[src/rtl/sysid_checker_timeout.sv]
// -----------------------------------------------------------------------------
// sysid_checker_timeout
// Stall counter for one bus read. Counts enabled (stalled) cycles, clears on
// request, and flags the stalled cycle that would bring the count to
// TIMEOUT_CYCLES.
//
// Ports
//   i_clk       clock
//   i_rst_n     asynchronous active-low reset
//   i_clear     synchronous clear (new check or accepted read)
//   i_enable    count this cycle (read stalled by the slave)
//   o_terminal  this stalled cycle is the TIMEOUT_CYCLES-th in a row
// -----------------------------------------------------------------------------
module sysid_checker_timeout #(
    parameter int unsigned TIMEOUT_CYCLES = 32'd255
) (
    input  logic i_clk,
    input  logic i_rst_n,
    input  logic i_clear,
    input  logic i_enable,
    output logic o_terminal
);

    // The count before the final stalled cycle; legal TIMEOUT_CYCLES is 1..65535.
    localparam logic [15:0] TC_VALUE = 16'(TIMEOUT_CYCLES - 32'd1);

    logic [15:0] r_count;

    // Stall counter: clear wins over increment.
    always_ff @(posedge i_clk or negedge i_rst_n) begin
        if (!i_rst_n) begin
            r_count <= 16'd0;
        end else if (i_clear) begin
            r_count <= 16'd0;
        end else if (i_enable) begin
            r_count <= r_count + 16'd1;
        end else begin
            r_count <= r_count;
        end
    end

    assign o_terminal = i_enable && (r_count == TC_VALUE);

endmodule

[config.mk]
export PLATFORM = sky130hd
export DESIGN_NAME = sysid_checker_timeout
export DESIGN_NICKNAME = d
export VERILOG_FILES = /design/src/rtl/sysid_checker_timeout.sv
export SDC_FILE = /design/constraint.sdc
export NUM_CORES = 1
export LEC_CHECK = 0
export ABC_AREA = 1
export CORE_MARGIN = 5
export CORE_UTILIZATION = 40
export DETAILED_ROUTE_END_ITERATION = 16
export GPL_TIMING_DRIVEN = 1
export SLEW_MARGIN = 0
export SYNTH_ARGS = -nofsm -noshare
export SYNTH_HDL_FRONTEND = slang
export SYNTH_SLANG_ARGS = --single-unit
[constraint.sdc]
create_clock -name i_clk -period 3 [get_ports i_clk]
set_input_delay 0.3 -clock i_clk [delete_from_list [all_inputs] [get_ports i_clk]]
set_output_delay 0.3 -clock i_clk [all_outputs]
set_load 0.05 [all_outputs]
==> impl_metrics.prom <==
# TYPE chip_impl_metric gauge
chip_impl_info{name="outcome",value="complete, no violations"} 1
chip_impl_metric{name="hpwlAfterDp",unit="um"} 1470
chip_impl_info{name="library_cell_contributing_the_largest_single_delay_on_the_critical_path",value="sky130_fd_sc_hd__clkdlybuf4s50_1"} 1
chip_impl_info{name="cts_tree",value="built"} 1
chip_impl_info{name="unrepaired_setup_endpoints_after_global_routing",value="no"} 1
chip_impl_info{name="ys.flop_type",value="sky130_fd_sc_hd__dfrtp_1"} 1
chip_impl_metric{name="critical-path-max-stage-delay",unit="ns"} 0.80
chip_impl_metric{name="avgViaCountPerCell",unit=""} 4.86
chip_impl_info{name="worstSetupEndpointType",value="primary output"} 1
chip_impl_metric{name="power",unit="mW"} 0.394
chip_impl_info{name="layout_common_cells",value="sky130_fd_sc_hd__nand2_1 (33), sky130_fd_sc_hd__nor2_1 (30), sky130_fd_sc_hd__dfrtp_1 (16), sky130_fd_sc_hd__inv_1 (13), sky130_fd_sc_hd__nand3_1 (7)"} 1
chip_impl_metric{name="fp.dieArea",unit="um^2"} 3510
chip_impl_metric{name="h-tree-depth",unit=""} 1
chip_impl_metric{name="clock_sinks",unit=""} 16
chip_impl_info{name="critical-path-top-delay-family",value="buffers and inverters"} 1
chip_impl_metric{name="largest_register_ffs",unit=""} 16
chip_impl_metric{name="final_period_minus_worst_setup_slack",unit="ns"} 2.32
chip_impl_metric{name="synth.lib_cells_used.distinct",unit=""} 20
chip_impl_metric{name="maxCapViolCount",unit=""} 0
chip_impl_metric{name="drc",unit=""} 0
chip_impl_metric{name="synth-seq-area-share",unit="%"} 41.3
chip_impl_info{name="mostFrequentLayoutCell",value="sky130_fd_sc_hd__nand2_1"} 1
chip_impl_metric{name="ff2ff_setup_slack",unit="ns"} 1.63
chip_impl_metric{name="number_of_flops_mapped_to_enable_cells_by_yosys",unit=""} 0
chip_impl_metric{name="power.density",unit="nW/um^2"} 367
chip_impl_metric{name="timing.final.setup_violations",unit=""} 0
chip_impl_metric{name="cp_max_fo",unit=""} 4
chip_impl_metric{name="gr-usage-all-layers",unit="%"} 12.6
chip_impl_metric{name="first_pass_iters",unit=""} 4
chip_impl_metric{name="vdd_ir_drop_max",unit="uV"} 198
chip_impl_metric{name="antenna_found_initial",unit=""} 0
chip_impl_metric{name="worst_slew_margin_rel",unit="%"} 50.8
chip_impl_metric{name="gp_congestion",unit=""} 0.891
chip_impl_metric{name="worst_ep_arrival_time",unit="ns"} 2.02
chip_impl_metric{name="io_buffers",unit=""} 4
chip_impl_metric{name="die_span_x",unit="um"} 59.2
chip_impl_metric{name="chip_height",unit="um"} 59.2
chip_impl_metric{name="post_synthesis_cells",unit=""} 133
chip_impl_metric{name="count_of_instances_resized_after_the_clock_tree_is_built",unit=""} 0
chip_impl_metric{name="timing.final.max_slew_violations",unit=""} 0
chip_impl_metric{name="postSynth.asyncResetShare",unit="%"} 100
chip_impl_metric{name="tightestPinTransition",unit="ns"} 0.736
chip_impl_metric{name="placement_rows",unit=""} 17
chip_impl_info{name="kind_of_start_point_of_the_critical_path",value="register"} 1
chip_impl_metric{name="synth.net_count",unit=""} 139
chip_impl_metric{name="fin_nets",unit=""} 147
chip_impl_metric{name="tritoncts_buffers",unit=""} 3
chip_impl_metric{name="tns",unit="ns"} 0
chip_impl_metric{name="grt_pass1_vias",unit=""} 775
chip_impl_metric{name="yosys_register_bits",unit=""} 16
chip_impl_metric{name="count_of_nets_left_with_antenna_violations_after_detail_routing",unit=""} 0
chip_impl_metric{name="cts_setup_buffers",unit=""} 0
chip_impl_info{name="reg_top3",value="r_count (16)"} 1
chip_impl_metric{name="cp.buffers_inverters",unit=""} 2
chip_impl_metric{name="clkTransAtPathRegs",unit="ns"} 0.10
chip_impl_metric{name="drt-initial-drc-count",unit=""} 30
chip_impl_metric{name="diodes",unit=""} 0
chip_impl_metric{name="floorplan.initialDensity",unit="%"} 43.0
chip_impl_metric{name="yosysWarnings",unit=""} 0
chip_impl_metric{name="layout_worst_path_cycle_share",unit="%"} 77.3
chip_impl_metric{name="grt.overflow.total",unit=""} 0
chip_impl_metric{name="floorplan.io_pins",unit=""} 5
chip_impl_metric{name="design.core.area",unit="um^2"} 2250
chip_impl_metric{name="worst_ep_required_time",unit="ns"} 2.70
chip_impl_metric{name="post_cts_hold_buffer_count",unit=""} 0
chip_impl_metric{name="share_of_final_layout_standard_cells_stronger_than_drive_strength_1",unit="%"} 12.9
chip_impl_metric{name="fmaxAchievable",unit="MHz"} 431
chip_impl_info{name="worst-setup-path-type",value="reg -> out"} 1
chip_impl_metric{name="mean_instance_size_in_the_synthesized_netlist",unit="um^2"} 7.28
chip_impl_metric{name="grt_start_max_net_pins",unit=""} 17
chip_impl_metric{name="wl_per_cell",unit="um"} 11.4
chip_impl_metric{name="mappedNetlistArea",unit="um^2"} 968
chip_impl_metric{name="drt_wl_total",unit="um"} 1920
chip_impl_metric{name="insertion_delay",unit="ns"} 0.29
chip_impl_metric{name="clk_path_buf_depth",unit=""} 2
chip_impl_info{name="crit_path_cell_trace",value="inv_1, ha_1, nand4_1, nor2_1, clkdlybuf4s50_1"} 1
chip_impl_info{name="clock-root-buffer",value="sky130_fd_sc_hd__clkbuf_4"} 1
chip_impl_metric{name="timing.clock.skew",unit="ns"} 0.00306
chip_impl_metric{name="wire_length_of_the_first_global_routing_pass",unit="um"} 3410
chip_impl_info{name="worst_hold_path_type",value="in -> async"} 1
chip_impl_metric{name="leak_pwr",unit="nW"} 0.485
chip_impl_metric{name="dr_total_vias",unit=""} 816
chip_impl_metric{name="synthToLayoutAreaGrowth",unit="%"} 10.7
chip_impl_info{name="top_register",value="r_count"} 1
chip_impl_metric{name="finalHoldViolations",unit=""} 0
==> area by class of cell <==
| cell class | count | area [um^2] |
|---|---|---|
| Inverter | 14 | 52.6 |
| Sequential cell | 16 | 400 |
| Timing Repair Buffer | 4 | 40.0 |
| Clock buffer | 4 | 36.3 |
| Multi-Input combinational cell | 102 | 508 |
| Fill cell | 226 | 1180 |
| Tap cell | 28 | 35.0 |
==> synth_stat cells, types with 2 or more instances <==
cell | count | area share [%]
sky130_fd_sc_hd__nor3_1 | 2 | 1.0
sky130_fd_sc_hd__o21ai_0 | 5 | 2.6
sky130_fd_sc_hd__nor2_4 | 5 | 5.8
sky130_fd_sc_hd__nand2_2 | 3 | 1.9
sky130_fd_sc_hd__dfrtp_1 | 16 | 41
sky130_fd_sc_hd__inv_1 | 13 | 5.0
sky130_fd_sc_hd__a21oi_1 | 5 | 2.6
sky130_fd_sc_hd__ha_1 | 2 | 2.6
sky130_fd_sc_hd__nor2_1 | 30 | 12
sky130_fd_sc_hd__nand4_1 | 3 | 1.9
sky130_fd_sc_hd__nor2_2 | 2 | 1.3
sky130_fd_sc_hd__nand3_1 | 7 | 3.6
sky130_fd_sc_hd__nand2_1 | 33 | 13
==> per-stage QoR <==
step / cells / setup slack [ns] / util (%) / instance area [um^2] / hold WS (ns)
after floorplan: 133 / 1.33 / - / 968 / 0.00441
after global placement: 164 / 0.787 / 45.9 / 1040 / 0.520
after detailed placement: 164 / 0.771 / 45.9 / 1040 / 0.526
after CTS: 168 / 0.664 / 47.6 / 1070 / 0.464
after global routing: 168 / 0.557 / 47.6 / 1070 / 0.511
final: 168 / 0.682 / 47.6 / 1070 / 0.441
==> path summary, 6_finish.rpt <==
kind                                 start           to  cells after the start
max in group asynchronous          i_rst_n  r_count[15]                      1
worst max register to register  r_count[1]  r_count[10]                      9
worst min-delay path               i_rst_n   r_count[3]                      1
worst max-delay path            r_count[0]   o_terminal                      5
worst min register to register  r_count[4]   r_count[4]                      1
min in group i_clk              r_count[4]   r_count[4]                      1
==> power breakdown <==
group	switching, mW	internal (mW)
Sequential	0.00458	0.219
Combinational	0.0180	0.00944
Clock	0.0692	0.0739
Total	0.0918	0.302
==> worst register-to-register path: stages (launching register included) <==
cell	delay, ns
sky130_fd_sc_hd__dfrtp_1	0.44
sky130_fd_sc_hd__ha_1	0.26
sky130_fd_sc_hd__inv_1	0.07
sky130_fd_sc_hd__nor2_2	0.11
sky130_fd_sc_hd__nand2_2	0.08
sky130_fd_sc_hd__nor2_2	0.10
sky130_fd_sc_hd__nand2_1	0.08
sky130_fd_sc_hd__nand2_1	0.06
sky130_fd_sc_hd__nand2_1	0.04
sky130_fd_sc_hd__nor2_1	0.09
==> kinds of logic (layout without fill, tap and decap cells) <==
family | after synthesis | after routing | share of synthesized area [%]
flip-flops | 16 | 16 | 41.3
buffers and inverters | 15 | 22 | 6.20
AND/OR/NAND/NOR | 87 | 87 | 42.2
adder cells (fa/ha/maj) | 2 | 2 | 2.58
AO/OA/AOI/OAI | 13 | 13 | 7.62
==> routing by layer <==
metal | global-route usage [%] | share of wire [%] | vias to the layer above
li1 | - | - | 438
met1 | 16.0 | 50 | 364
met2 | 20.9 | 46 | 12
met3 | 3.92 | 3.7 | 2
met4 | 2.91 | 0.73 | 0
met5 | 0 | 0 | -
No activity file was read; power rests on OpenSTA's default activity.
